==> src/rtl/hazard_ctrl.sv <==
// hazard_ctrl: D-stage hazard detection and forwarding control for the
// 5-stage MIPS pipeline, plus the mult/div busy sequencer.
//
// Ports:
//   Clk, Reset               clock (rising edge), async active-low reset
//   RS_D, RT_D               D-stage source register addresses
//   Tuse_RS, Tuse_RT         cycles until each source is needed (3 = unused)
//   A3_E/Tnew_E/Link_E       E-stage destination, readiness, link write
//   A3_M/Tnew_M/Link_M       M-stage destination, readiness, link write
//   A3_W                     W-stage destination (always ready)
//   MD_Use_D                 D instruction touches the mult/div unit or HI/LO
//   MD_Start_E, MD_Is_Div    mult/div start in E, and its kind
//   MD_Cancel                flush the busy sequencer
//   StallF, StallD, ClearE   pipeline stall/bubble controls (combinational)
//   Forward_RS_D_src/_RT_    D-stage forward selects (combinational)
//   MD_Busy                  mult/div unit busy (combinational)
//   Stall_Cnt                stall-cycle counter, present only when
//                            HAZARD_STAT_EN is defined
module hazard_ctrl #(
    parameter int unsigned MULT_CYCLES = 5,
    parameter int unsigned DIV_CYCLES  = 10
) (
    input  logic        Clk,
    input  logic        Reset,
    input  logic [4:0]  RS_D,
    input  logic [4:0]  RT_D,
    input  logic [1:0]  Tuse_RS,
    input  logic [1:0]  Tuse_RT,
    input  logic [4:0]  A3_E,
    input  logic [1:0]  Tnew_E,
    input  logic        Link_E,
    input  logic [4:0]  A3_M,
    input  logic [1:0]  Tnew_M,
    input  logic        Link_M,
    input  logic [4:0]  A3_W,
    input  logic        MD_Use_D,
    input  logic        MD_Start_E,
    input  logic        MD_Is_Div,
    input  logic        MD_Cancel,
    output logic        StallF,
    output logic        StallD,
    output logic        ClearE,
    output logic [2:0]  Forward_RS_D_src,
    output logic [2:0]  Forward_RT_D_src,
    output logic        MD_Busy
`ifdef HAZARD_STAT_EN
    ,
    output logic [31:0] Stall_Cnt
`endif
);

    localparam int unsigned CNT_W = 4;

    localparam logic [2:0] FWD_RF    = 3'd0;
    localparam logic [2:0] FWD_PC4_E = 3'd1;
    localparam logic [2:0] FWD_AO_M  = 3'd2;
    localparam logic [2:0] FWD_PC4_M = 3'd3;
    localparam logic [2:0] FWD_WD_W  = 3'd4;

    typedef enum logic {
        MD_IDLE,
        MD_BUSY
    } md_state_t;

    md_state_t         md_state, md_state_nxt;
    logic [CNT_W-1:0]  md_cnt, md_cnt_nxt;
    logic              stall;

    // Forward select for one operand. The youngest stage writing the register
    // decides: if its value is not ready yet nothing older may be used.
    function automatic logic [2:0] fwd_sel(
        input logic [4:0] x,
        input logic [4:0] a3_e, input logic [1:0] tnew_e, input logic link_e,
        input logic [4:0] a3_m, input logic [1:0] tnew_m, input logic link_m,
        input logic [4:0] a3_w
    );
        logic [2:0] sel;
        sel = FWD_RF;
        if (x == 5'd0) begin
            sel = FWD_RF;
        end else if (x == a3_e && tnew_e != 2'd0) begin
            sel = FWD_RF;
        end else if (x == a3_e && link_e) begin
            sel = FWD_PC4_E;
        end else if (x == a3_m && tnew_m != 2'd0) begin
            sel = FWD_RF;
        end else if (x == a3_m) begin
            sel = link_m ? FWD_PC4_M : FWD_AO_M;
        end else if (x == a3_w) begin
            sel = FWD_WD_W;
        end
        return sel;
    endfunction

    // Operand needed before the producing stage can deliver it.
    function automatic logic data_stall(
        input logic [4:0] x, input logic [1:0] tuse,
        input logic [4:0] a3_e, input logic [1:0] tnew_e,
        input logic [4:0] a3_m, input logic [1:0] tnew_m
    );
        return (x != 5'd0) && (tuse != 2'd3) &&
               (((x == a3_e) && (tuse < tnew_e)) ||
                ((x == a3_m) && (tuse < tnew_m)));
    endfunction

    // Mult/div sequencer state register.
    always_ff @(posedge Clk or negedge Reset) begin
        if (!Reset) begin
            md_state <= MD_IDLE;
            md_cnt   <= '0;
        end else begin
            md_state <= md_state_nxt;
            md_cnt   <= md_cnt_nxt;
        end
    end

    // Sequencer next state; cancel overrides start and countdown.
    always_comb begin
        md_state_nxt = md_state;
        md_cnt_nxt   = md_cnt;
        case (md_state)
            MD_IDLE: begin
                if (MD_Start_E) begin
                    md_state_nxt = MD_BUSY;
                    md_cnt_nxt   = MD_Is_Div ? CNT_W'(DIV_CYCLES) : CNT_W'(MULT_CYCLES);
                end
            end
            MD_BUSY: begin
                md_cnt_nxt = md_cnt - CNT_W'(1);
                if (md_cnt == CNT_W'(1)) begin
                    md_state_nxt = MD_IDLE;
                end
            end
            default: begin
                md_state_nxt = MD_IDLE;
                md_cnt_nxt   = '0;
            end
        endcase
        if (MD_Cancel) begin
            md_state_nxt = MD_IDLE;
            md_cnt_nxt   = '0;
        end
    end

    // Combinational hazard outputs.
    always_comb begin
        MD_Busy = MD_Start_E | (md_cnt != '0);
        stall   = data_stall(RS_D, Tuse_RS, A3_E, Tnew_E, A3_M, Tnew_M) |
                  data_stall(RT_D, Tuse_RT, A3_E, Tnew_E, A3_M, Tnew_M) |
                  (MD_Use_D & MD_Busy);
        StallF  = stall;
        StallD  = stall;
        ClearE  = stall;
        Forward_RS_D_src = fwd_sel(RS_D, A3_E, Tnew_E, Link_E, A3_M, Tnew_M, Link_M, A3_W);
        Forward_RT_D_src = fwd_sel(RT_D, A3_E, Tnew_E, Link_E, A3_M, Tnew_M, Link_M, A3_W);
    end

`ifdef HAZARD_STAT_EN
    // Saturating count of stalled cycles.
    always_ff @(posedge Clk or negedge Reset) begin
        if (!Reset) begin
            Stall_Cnt <= '0;
        end else if (stall && (Stall_Cnt != 32'hFFFF_FFFF)) begin
            Stall_Cnt <= Stall_Cnt + 32'd1;
        end
    end
`endif

endmodule
==> config.mk <==
export PLATFORM = sky130hd
export DESIGN_NAME = hazard_ctrl
export DESIGN_NICKNAME = d
export VERILOG_FILES = /design/src/rtl/hazard_ctrl.sv
export SDC_FILE = /design/constraint.sdc
export NUM_CORES = 1
export LEC_CHECK = 0
export CAP_MARGIN = 5
export CORE_MARGIN = 4
export CORE_UTILIZATION = 42
export CTS_CLUSTER_SIZE = 20
export DETAILED_ROUTE_END_ITERATION = 10
export GPL_ROUTABILITY_DRIVEN = 0
export GPL_TIMING_DRIVEN = 0
export HOLD_SLACK_MARGIN = 0.15
export PLACE_DENSITY = 0.85
export SYNTH_ARGS = -nofsm -noshare
export SYNTH_HDL_FRONTEND = slang
export SYNTH_SLANG_ARGS = --single-unit
==> constraint.sdc <==
create_clock -name Clk -period 4.57 [get_ports Clk]
set_clock_uncertainty 0.1 [all_clocks]
set_input_delay 1.371 -clock Clk [delete_from_list [all_inputs] [get_ports Clk]]
set_output_delay 1.371 -clock Clk [all_outputs]
set_load 0.005 [all_outputs]
==> results.cfg <==
[run_status]
status = finished clean

[route]
wl_met2_um = 1715
wl_per_cell_um = 15.63
viasPerCell = 5.275
firstDrtPassIters = 4
drt_iter0_markers = 16
routed_wl_um = 3235
routed.top_layer = met4
vias = 1092
drt-met1-wl_um = 1279
drc = 0
ant_nets = 0
dr_wl_met3_um = 163

[clocking]
clk_pin_slew_ps = 40
ctsHoldBuffers = 0
cts_sinks = 5
root_buffer = clkbuf_4
numCtsBuffers = 3
cts_buffer_depth = 2
insertion_delay_ps = 240
cts_tree = done
htree_levels = 1

[power]
power_density_nw_per_um2 = 149.8
ir_drop_mv = 0.1682
leakage_nw = 0.7118

[sta]
timing.final.crit_share = 0.9890
holdWs_ps = 424.3
setup_ws_ps = 50.45
hold_violations = 0
slew_headroom = 0.7672
setup_violations = 0
timing.final.crit_period_ps = 4520
setup_tns_ps = 0
rsz0062_at_grt = true
drv_slew = 0
worstMarginPinSlew_ps = 344.3
clock.fmax_mhz = 221.3

[logic_synthesis]
synth_top_area_share = 0.1460
synth_top_cell_by_area = xnor2_1
ys_ff_latch = 5
ys_async_sr_fraction = 1.000
synth-edff-count = 0
yosys_warnings = 0
yosysSeqAreaShare = 0.1304
avgSynthCellArea_um2 = 7.997
netlist_area_um2 = 959.7
synth.net_count = 167
ys_types = 35
synthCells = 120
synthFlopType = dfrtp_1
synthTopCellsByArea = xnor2_1, xor2_1, dfrtp_1

[finish]
fin_util = 0.7213
final_cell_mix = dlygate4sd2_1, clkdlybuf4s50_1, xnor2_1
stdcell_count = 207
area_delta_synth_final_pct = 64.67
mostFrequentLayoutCell = dlygate4sd2_1
nets = 227
n_antenna_cell = 0
drive_above_1_share = 0.1899

[placed_design]
pre_cts_slack_ps = -492.1
dp_hpwl_um = 2534
place_inst = 198
port_buffers = 50

[min_path]
whs_path_depth = 1
hold_path.class = flip-flop to flip-flop
worstHoldStart = md_cnt[0]
hold_end = md_cnt[0]

[worst_setup_path]
path_class = primary input to output port
cp_slowest_stage_delay_ps = 560
cp.required_ps = 3100
crit_path_start_kind = primary input
slowest_stage = or4_4
reg2regPathDepth = 4
crit_chain = dlygate4sd2_1 -> or4_4 -> nor2_4 -> a21oi_2 -> o21ai_2 -> o211ai_1 -> buf_4 -> dlygate4sd2_1
reg2reg_from = md_state
reg2reg_setup_slack_ps = 3140
end_kind = output port
arrival_ps = 3050
reg2reg_to = md_state
path_common_cell = dlygate4sd2_1
worstSetupStartpoint = RT_D[0]
crit_path_max_fanout = 4

[global_routing]
grt_pass1_vias = 1137
grt.overflow.total = 0
grt_max_degree = 10
grt_pass1_wl_um = 5237
antenna_found_initial = 0
grt_usage = 0.2040

[run]
drv_cap = 0

[floorplan]
dieHeight_um = 55.80
io_pins = 51
start_util = 0.4380
rows = 17
die_x_um = 55.80
die-area_um2 = 3114
core_region_area_um2 = 2191
registers in the layout, summed over array words and instances, names as in the netlist:
signal    count
md_cnt        4
md_state      1
worst max-delay path by stage:
stage                                to  cells after the start  slack, ps
floorplan                        StallD                      7        620
global placement                 StallD                      8       -450
detailed placement               StallF                      8       -490
CTS                              StallF                      8          6
global route        Forward_RT_D_src[1]                      7        -30
finish                           StallF                      8         50
where the power goes:
part | switching (W) | internal (W)
sequential | 0.00000336 | 0.0000487
clock | 0.0000169 | 0.0000329
combinational | 0.0000646 | 0.0000702
total | 0.0000848 | 0.000152
cells by family after synthesis:
kind of cell	synth area share
adders and majority gates	0.07822
DFF	0.1304
AOI/OAI and AO/OA	0.1682
xor gates and xnor gates	0.2829
and+or+nand+nor	0.2908
muxes	0.01043
buffers and inverters	0.03911
timing repair:
item                                    in CTS  in global routing
pin swaps                                    8                  8
endpoints found under the hold margin        0                  0
buffers inserted                             5                  0
gates resized for setup                     38                 17
endpoints found under the setup margin       9                  6
final cells by class:
type | instances | area, um^2
fill | 180 | 610.6
inverter | 5 | 18.77
sequential | 5 | 125.1
timing repair buffer | 55 | 508.0
multi-input combinational | 107 | 848.3
buffer | 3 | 18.77
tap | 28 | 35.03
clock buffer | 4 | 26.28
cells in the mapped netlist, types with 2 or more instances:
| cell type | number |
|---|---|
| a32oi_1 | 2 |
| nor3_1 | 6 |
| a21oi_1 | 6 |
| nand2_1 | 5 |
| xor2_1 | 15 |
| a21oi_2 | 2 |
| a21o_1 | 2 |
| inv_1 | 5 |
| nand2b_1 | 6 |
| or3_1 | 2 |
| a211oi_1 | 3 |
| ha_1 | 6 |
| buf_4 | 2 |
| nor3_4 | 2 |
| xnor2_1 | 16 |
| and3_1 | 2 |
| nand3_1 | 5 |
| o21ai_0 | 3 |
| dfrtp_1 | 5 |
| nor2_1 | 10 |
worst max-delay path: cells and delay by family:
family                 cells  cell delay, ps
and+or+nand+nor            2             710
AOI/OAI and AO/OA          3             230
buffers and inverters      3             740
through the flow:
step / instance area (um^2) / total power [W]
6_report: 1580 / 0.0002367
5_1_grt: 1580 / 0.0002544
4_1_cts: 1556 / 0.0002361
3_5_place_dp: 1495 / 0.0001876
3_3_place_gp: 1495 / 0.0001833
2_1_floorplan: 959.7 / 0.0001160
per-layer routing:
metal,GRT usage,vias up
met5,0,-
met4,0.09375,0
met3,0.02320,9
met2,0.3834,33
met1,0.2250,508
li1,-,542
(Power assumes the default switching activity.)
